--- config.mk ---
export PLATFORM = sky130hd
export DESIGN_NAME = sysop_issue
export DESIGN_NICKNAME = d
export VERILOG_FILES = /design/src/rtl/sysop_issue.sv
export SDC_FILE = /design/constraint.sdc
export NUM_CORES = 1
export LEC_CHECK = 0
export CORE_AREA = 3 3 247 249
export CTS_BUF_LIST = sky130_fd_sc_hd__clkbuf_8
export DETAILED_ROUTE_END_ITERATION = 16
export DIE_AREA = 0 0 250 252
export GPL_TIMING_DRIVEN = 0
export PLACE_DENSITY = 0.62
export SETUP_SLACK_MARGIN = 0.15
export SYNTH_ARGS = -nofsm -noshare
export SYNTH_HDL_FRONTEND = slang
export SYNTH_SLANG_ARGS = --single-unit
--- constraint.sdc ---
create_clock -name clk -period 2.07 [get_ports clk]
set_input_delay 0.414 -clock clk [delete_from_list [all_inputs] [get_ports clk]]
set_output_delay 0.414 -clock clk [all_outputs]
set_load 0.05 [all_outputs]
--- src/rtl/sysop_issue.sv ---
// SYSTEM-class instruction issue: decodes CSR/ecall/ebreak/xRET/wfi, drives one
// command cycle to the CSR unit, then returns writeback and redirect pulses.
module sysop_issue #(
    parameter int XLEN = 64
) (
    input  logic            clk,
    input  logic            rst_n,
    input  logic            in_valid,
    output logic            in_ready,
    input  logic [XLEN-1:0] in_pc,
    input  logic [31:0]     in_inst,
    input  logic [XLEN-1:0] in_rs1_data,
    input  logic            flush,
    output logic [XLEN-1:0] pc,
    output logic [4:0]      op,
    output logic [XLEN-1:0] tval,
    output logic [XLEN-1:0] wdata,
    input  logic [XLEN-1:0] rdata,
    input  logic            r_valid,
    input  logic            trap_en,
    input  logic [XLEN-1:0] trap_pc,
    input  logic [1:0]      priv,
    output logic            wb_valid,
    output logic [4:0]      wb_rd,
    output logic [XLEN-1:0] wb_data,
    output logic            redirect_en,
    output logic [XLEN-1:0] redirect_pc,
    output logic            illegal_o
);

    typedef enum logic [1:0] {IDLE, ISSUE, DONE} state_t;

    localparam logic [4:0] OP_NOP  = 5'h00;
    localparam logic [4:0] OP_RET  = 5'h01;
    localparam logic [4:0] OP_ILL  = 5'h12;
    localparam logic [4:0] OP_EBRK = 5'h13;

    // Instructions whose final op depends on privilege are tagged at acceptance
    // and resolved in ISSUE, where priv is sampled.
    localparam logic [1:0] K_PLAIN = 2'd0;
    localparam logic [1:0] K_ECALL = 2'd1;
    localparam logic [1:0] K_MRET  = 2'd2;
    localparam logic [1:0] K_SRET  = 2'd3;

    state_t          state_reg;
    logic [XLEN-1:0] pc_reg;
    logic [4:0]      rd_reg;
    logic [4:0]      op_reg;
    logic [1:0]      kind_reg;
    logic [XLEN-1:0] tval_reg;
    logic [XLEN-1:0] wdata_reg;
    logic [XLEN-1:0] rdata_reg;
    logic [XLEN-1:0] trap_pc_reg;
    logic            wb_pend_reg;
    logic            redir_pend_reg;

    logic [4:0]      dec_op;
    logic [1:0]      dec_kind;
    logic [XLEN-1:0] dec_tval;
    logic [XLEN-1:0] dec_wdata;
    logic [2:0]      f3;
    logic [4:0]      iss_op;
    logic [XLEN-1:0] iss_tval;
    logic [3:0]      ecall_cause;
    logic            in_issue;
    logic            in_done;
    logic            accept;

    assign f3 = in_inst[14:12];

    always_comb begin
        dec_op    = OP_ILL;
        dec_kind  = K_PLAIN;
        dec_tval  = {{(XLEN-32){1'b0}}, in_inst};
        dec_wdata = '0;
        if (in_inst[6:0] == 7'b1110011) begin
            case (f3)
                3'b001, 3'b010, 3'b011: begin
                    dec_op    = {3'b000, f3[1:0]} + 5'd1;
                    dec_tval  = {{(XLEN-12){1'b0}}, in_inst[31:20]};
                    dec_wdata = in_rs1_data;
                end
                3'b101, 3'b110, 3'b111: begin
                    dec_op    = {3'b000, f3[1:0]} + 5'd1;
                    dec_tval  = {{(XLEN-12){1'b0}}, in_inst[31:20]};
                    dec_wdata = {{(XLEN-5){1'b0}}, in_inst[19:15]};
                end
                3'b000: begin
                    case (in_inst[31:20])
                        12'h000: begin
                            dec_kind = K_ECALL;
                            dec_op   = OP_NOP;
                            dec_tval = '0;
                        end
                        12'h001: begin
                            dec_op   = OP_EBRK;
                            dec_tval = in_pc;
                        end
                        12'h302: dec_kind = K_MRET;
                        12'h102: dec_kind = K_SRET;
                        12'h105: begin
                            dec_op   = OP_NOP;
                            dec_tval = '0;
                        end
                        default: ;
                    endcase
                end
                default: ;
            endcase
        end
    end

    always_comb begin
        ecall_cause = (priv == 2'd0) ? 4'd8 : (priv == 2'd1) ? 4'd9 : 4'd11;
        iss_op      = op_reg;
        iss_tval    = tval_reg;
        case (kind_reg)
            K_ECALL: iss_op = {1'b1, ecall_cause};
            K_MRET: if (priv == 2'd3) begin
                iss_op   = OP_RET;
                iss_tval = '0;
            end
            K_SRET: if (priv != 2'd0) begin
                iss_op   = OP_RET;
                iss_tval = '0;
            end
            default: ;
        endcase
    end

    assign in_issue    = (state_reg == ISSUE);
    assign in_done     = (state_reg == DONE);
    assign in_ready    = (state_reg == IDLE);
    assign accept      = in_valid && in_ready && !flush;

    assign op          = (in_issue && !flush) ? iss_op : OP_NOP;
    assign pc          = in_issue ? pc_reg : '0;
    assign tval        = in_issue ? iss_tval : '0;
    assign wdata       = in_issue ? wdata_reg : '0;
    assign illegal_o   = in_issue && !flush && (iss_op == OP_ILL);

    assign wb_valid    = in_done && wb_pend_reg && (rd_reg != 5'd0) && !flush;
    assign wb_rd       = rd_reg;
    assign wb_data     = rdata_reg;
    assign redirect_en = in_done && redir_pend_reg && !flush;
    assign redirect_pc = trap_pc_reg;

    always_ff @(posedge clk or negedge rst_n) begin
        if (!rst_n) begin
            state_reg      <= IDLE;
            pc_reg         <= '0;
            rd_reg         <= '0;
            op_reg         <= OP_NOP;
            kind_reg       <= K_PLAIN;
            tval_reg       <= '0;
            wdata_reg      <= '0;
            rdata_reg      <= '0;
            trap_pc_reg    <= '0;
            wb_pend_reg    <= 1'b0;
            redir_pend_reg <= 1'b0;
        end else begin
            case (state_reg)
                IDLE: if (accept) begin
                    state_reg      <= ISSUE;
                    pc_reg         <= in_pc;
                    rd_reg         <= in_inst[11:7];
                    op_reg         <= dec_op;
                    kind_reg       <= dec_kind;
                    tval_reg       <= dec_tval;
                    wdata_reg      <= dec_wdata;
                    wb_pend_reg    <= 1'b0;
                    redir_pend_reg <= 1'b0;
                end
                ISSUE: begin
                    state_reg <= DONE;
                    if (r_valid) rdata_reg <= rdata;
                    if (trap_en) trap_pc_reg <= trap_pc;
                    // A flushed command must not complete, whatever the CSR unit said.
                    wb_pend_reg    <= r_valid && !flush;
                    redir_pend_reg <= trap_en && !flush;
                end
                DONE: begin
                    state_reg      <= IDLE;
                    wb_pend_reg    <= 1'b0;
                    redir_pend_reg <= 1'b0;
                end
                default: state_reg <= IDLE;
            endcase
        end
    end

endmodule
Word level (Yosys, flattened, before mapping)

Cells that the tools add are included.

Add/sub/neg operators: 1
Equal/unequal tests: 20
Muxes and demuxes: 28
Reduce and logical (&&, ||, !) cells: 27

Operator list:

| operator                                         | count |
|---|---|
| one-hot mux 64 bit (2 select lines)              | 4 |
| 2-to-1 mux 64 bit                                | 7 |
| == test 12 x 9 -> 1 bit (second input constant)  | 2 |
| 2-to-1 mux 5 bit                                 | 4 |
| one-hot mux 5 bit (2 select lines)               | 2 |
| one-hot mux 5 bit (3 select lines)               | 1 |
| == test 12 x 1 -> 1 bit (second input constant)  | 1 |
| == test 12 x 10 -> 1 bit (second input constant) | 1 |
| logical NOT 12 bit                               | 1 |
| logical AND 1 bit                                | 11 |
| 2-to-1 mux 2 bit                                 | 5 |
| == test 3 bit (second input constant)            | 3 |
| == test 2 bit (second input constant)            | 4 |
| AND reduction 2 bit                              | 4 |
| == test 7 bit (second input constant)            | 1 |
| == test 2 x 1 -> 1 bit (second input constant)   | 3 |
| == test 3 x 2 -> 1 bit (second input constant)   | 2 |
| one-hot mux 1 bit (3 select lines)               | 2 |
| one-hot mux 2 bit (3 select lines)               | 1 |
| OR reduction 3 bit                               | 2 |
| OR reduction 6 bit                               | 1 |
| == test 5 bit (second input constant)            | 1 |
| nonzero test 5 bit                               | 1 |
| logical NOT 2 bit                                | 2 |
| 10 further kinds                                 | 10 |

Register bits after elaboration: 336
Input port bits: 296

Longest topological paths before layout

Depth in word-level cells: 6
Mapped depth: 8
Mapped depth without buffers: 6

Worst setup path before layout

Ideal clock, no wire load.

Path type: register -> output
From: reg state_reg[1]
To: out illegal_o
Arrival: 2,278 ps
Required time: 1,656 ps
Setup slack: -622 ps
Cell stages (with the launch flop): 6
Path through: dfrtp_1 -> nor2b_1 -> clkbuf_1 -> nand2_1 -> a21oi_1 -> and3_1

Longest elaborated chain between the ends: 3

RTL lines:

| what                            | line | text |
|---|---|---|
| start: declaration              | 45   | `state_t state_reg;` |
| start signal: assignment        | 150  | `state_reg <= IDLE;` |
| start signal: assignment        | 164  | `state_reg <= ISSUE;` |
| start signal: assignment        | 175  | `state_reg <= DONE;` |
| == test 2 x 1 -> 1 bit          | 131  | `assign in_issue = (state_reg == ISSUE);` |
| logical AND 1 bit (2 in series) | 140  | `assign illegal_o = in_issue && !flush && (iss_op == OP_ILL);` |
| end: declaration                | 28   | `output logic illegal_o` |

Every way passes these cells.

Final worst setup path

From: reg kind_reg[0]
To: out tval[32]

Longest elaborated chain between the ends: 3
Elaborated cells on any way between the ends: 4
Those cells by class: 2 x eq/ne; 2 x mux

RTL lines:

| what                                  | line | text |
|---|---|---|
| start: declaration                    | 49   | `logic [1:0] kind_reg;` |
| start signal: assignment              | 168  | `kind_reg <= dec_kind;` |
| == test 2 bit                         | 117  | `case (kind_reg)` |
| one-hot mux 64 bit (2 select lines) * | 117  |  |
| 2-to-1 mux 64 bit *                   | 138  | `assign tval = in_issue ? iss_tval : '0;` |
| end: declaration                      | 16   | `output logic [XLEN-1:0] tval,` |

Mark *: on every way between the ends. The rest lies on a longest branch, timed or not.

==> metrics <==
total number of vias=13300; pin count of the biggest net entering global routing=116; area growth from synthesis to final layout=71.5%; placer congestion estimate=0.883; commonest cells after routing, fill and taps aside=sky130_fd_sc_hd__clkdlybuf4s50_1, sky130_fd_sc_hd__dfrtp_1, sky130_fd_sc_hd__nand2_1, sky130_fd_sc_hd__mux2_2, sky130_fd_sc_hd__buf_6; crit path setup slack, layout=-581 ps; global-route wire length before repair=95300 um; post-route standard cell area excluding fillers=0.0251 sq mm; layout cell share with drive strength beyond 1=34.8%; initial antenna violation count=16; Tcrit/Tclk final=128%; number of design-rule violations left by the first detailed-router iteration=754; clock latency reported for the late side of the worst-skew pair=660 ps; detailed-route vias per instance=4.66; type of the worst min-delay path=input pin to flip-flop; Least-Margin Pin Slew=988 ps; clk sink count=335; leading post-synthesis cells by cell area=sky130_fd_sc_hd__dfrtp_1, sky130_fd_sc_hd__mux2_2, sky130_fd_sc_hd__and2_1; clk root buf=sky130_fd_sc_hd__clkbuf_8; footprint of the flip-flops and latches=0.00839 sq mm; clk buf depth=3; largest fanout on the critical path=8; number of design rule violations left after detail routing=0; number of setup violations in the final report=622; total half-perimeter wirelength after legalization and detailed placement=52000 um; worst reg-to-reg path cell count=8; synthesized instance count=1313; area of the multi-input gates=0.00634 sq mm; count of boundary I/O pins=630; share of the synthesized area in the top cell type=57.2%; power density over cell area=930 mW/mm^2; cell-by-cell trace of the critical path=clkbuf_8 -> a21oi_4 -> o21a_4 -> clkbuf_16 -> and2_4 -> buf_8; number of flops mapped to enable cells by yosys=0; TritonCTS clock tree=built; final hold slack=178 ps; cell area after synthesis=0.0146 sq mm; die area=0.0630 sq mm; Clk pin slew, worst setup/hold paths=70 ps; flops & latches, synth=335; sequential element share of the synthesized area=57.2%; RSZ-0062 raised after global routing=true; Inserted Clock Buffers=59; critical path launch point type=flip-flop; most common cell after layout, fill and taps aside=sky130_fd_sc_hd__clkdlybuf4s50_1; reported max-cap violation count=0; Post-synth top flop=sky130_fd_sc_hd__dfrtp_1; WL/cell=23.3 um; Starting Density=24.9%; Core Footprint=0.0589 sq mm; reg2reg start=state_reg[1]; worst stage delay on the critical path=370 ps; R2R Setup Slk=-460 ps; vias in the first global route=14200; crit path DAT=2240 ps; status=finished, violations left; first-pass iteration count of the detailed router=6; nets=2333; Routed WL=66700 um; cell accounting for the most synthesized area=sky130_fd_sc_hd__dfrtp_1; capture point of the critical path=tval[32]; slowest cell on the critical path=sky130_fd_sc_hd__dfrtp_1; antenna viol nets, final=0; normalized max-slew margin=33.7%; Filler Cells Inserted=5584; GR Util All Layers=20.2%; Setup Skew=45.9 ps; average instance area after synthesis=11.2 sq um; max-slew violation total from the final report=0; total of warnings raised by yosys=0; endpoint type of the worst setup path=output port; total count of hold-check failures in the final report=0; crit path time final=2650 ps; FMAX=377 MHz; violated checks=setup timing; worst setup path class=flip-flop to output port; I/O Buffers=627; Async S/R FF share, synth=100%; Worst IR Drop VDD=0.852 mV; required time of the critical path=1660 ps; horizontal die dimension=250 um; post-synth net total=1615; leakage dissipation=11.4 nW; cell area after placement=0.0223 sq mm; deepest level of the CTS H-tree=2; worst r2r dst=wdata_reg[46]; first element of the critical path=kind_reg[0]; Die Ht=252 um; num rows=89; total power consumption of the routed design=0.0234 W; Distinct cells, synth=55; total gr overflow=0; post-layout utilization of the core=42.6%
==> power by group <==
group | switching, W | total [W] | internal [W] | leakage (nW)
clock | 0.00297 | 0.00738 | 0.00441 | 0.787
sequential | 0.000618 | 0.00825 | 0.00763 | 4.21
combinational | 0.00470 | 0.00773 | 0.00303 | 6.37
==> routing by layer <==
metal  track usage (%)  vias up  wire, um
li1                  -     5965         -
met1              22.8     6567     24700
met2              37.1      638     34100
met3              6.46      116      5850
met4              4.96       14      1920
met5                 0        -        69
==> cell usage after synthesis (3+ instances only) <==
cell type,n
sky130_fd_sc_hd__nor3_1,5
sky130_fd_sc_hd__mux2i_1,7
sky130_fd_sc_hd__a221oi_1,5
sky130_fd_sc_hd__nand2b_1,5
sky130_fd_sc_hd__and3_1,3
sky130_fd_sc_hd__ha_1,6
sky130_fd_sc_hd__a21o_1,9
sky130_fd_sc_hd__a32oi_1,6
sky130_fd_sc_hd__dfrtp_1,335
sky130_fd_sc_hd__o21a_1,18
sky130_fd_sc_hd__nand2_1,266
sky130_fd_sc_hd__nor2_1,16
sky130_fd_sc_hd__o21ai_1,11
sky130_fd_sc_hd__a22o_1,63
sky130_fd_sc_hd__buf_2,16
sky130_fd_sc_hd__o21ai_0,35
sky130_fd_sc_hd__o211a_1,5
sky130_fd_sc_hd__nand3_1,5
sky130_fd_sc_hd__inv_1,5
sky130_fd_sc_hd__mux2_2,134
sky130_fd_sc_hd__and2_1,197
sky130_fd_sc_hd__a222oi_1,5
sky130_fd_sc_hd__a21oi_1,8
sky130_fd_sc_hd__o211ai_1,39
sky130_fd_sc_hd__clkbuf_1,68
sky130_fd_sc_hd__a31oi_1,3
==> layout make-up <==
| cell class | instances | share of cell area, % |
|---|---|---|
| well taps | 773 | 3.85 |
| multi-input cells | 884 | 25.3 |
| clock buffers | 82 | 4.49 |
| inverters | 6 | 0.110 |
| plain buffers | 89 | 3.55 |
| repair buffers | 656 | 28.0 |
| flip-flops and latches | 335 | 33.4 |
| clock inverters | 28 | 1.29 |
| diodes | 4 | 0.0399 |
==> worst min-delay path by stage <==
| stage | slack [ps] | cells past startpoint | endpoint | from |
|---|---|---|---|---|
| 6_report | 180 | 3 | kind_reg[1] | in_inst[28] |
| 5_1_grt | 150 | 2 | kind_reg[0] | in_inst[29] |
| 4_1_cts | 130 | 3 | kind_reg[1] | in_inst[28] |
| 3_5_place_dp | 460 | 2 | pc_reg[58] | pc_reg[58] |
| 3_3_place_gp | 450 | 2 | pc_reg[25] | pc_reg[25] |
| 2_1_floorplan | 120 | 0 | kind_reg[0] | rst_n |
==> metrics by stage <==
stage               setup WS (ps)  std cells  setup TNS, ps
floorplan                   -79.8       1313           -606
global placement           -14480       2713       -5295880
detailed placement          -1530       2715        -490970
CTS                          -716       2835        -290410
global route                 -714       2855        -249290
finish                       -581       2857        -176750
==> cells by family after synthesis <==
family / after synthesis / share of synthesized area (%)
buf+inv: 95 / 2.70
simple gates: 517 / 17.6
mux: 141 / 10.8
fa+ha+maj: 6 / 0.513
flops: 335 / 57.2
compound gates: 218 / 11.1
xor+xnor: 1 / 0.0598
==> what timing repair did <==
action / 4_1_cts / 5_1_grt
setup endpoints to repair: 666 / 658
resized for setup: 1343 / 349
setup buffers: 5 / 14
hold buffers: 1 / 0
endpoints found under the hold margin: 108 / 0
pin swaps: 21 / 31
cloned: 4 / 4
==> critical path, delay by kind of cell (launching register included) <==
kind / cells / cell delay, ps
and+or+nand+nor: 1 / 160
buffers and inverters: 3 / 510
DFF: 1 / 370
AOI/OAI and AO/OA: 2 / 520
No activity file was read; power rests on OpenSTA's default activity.
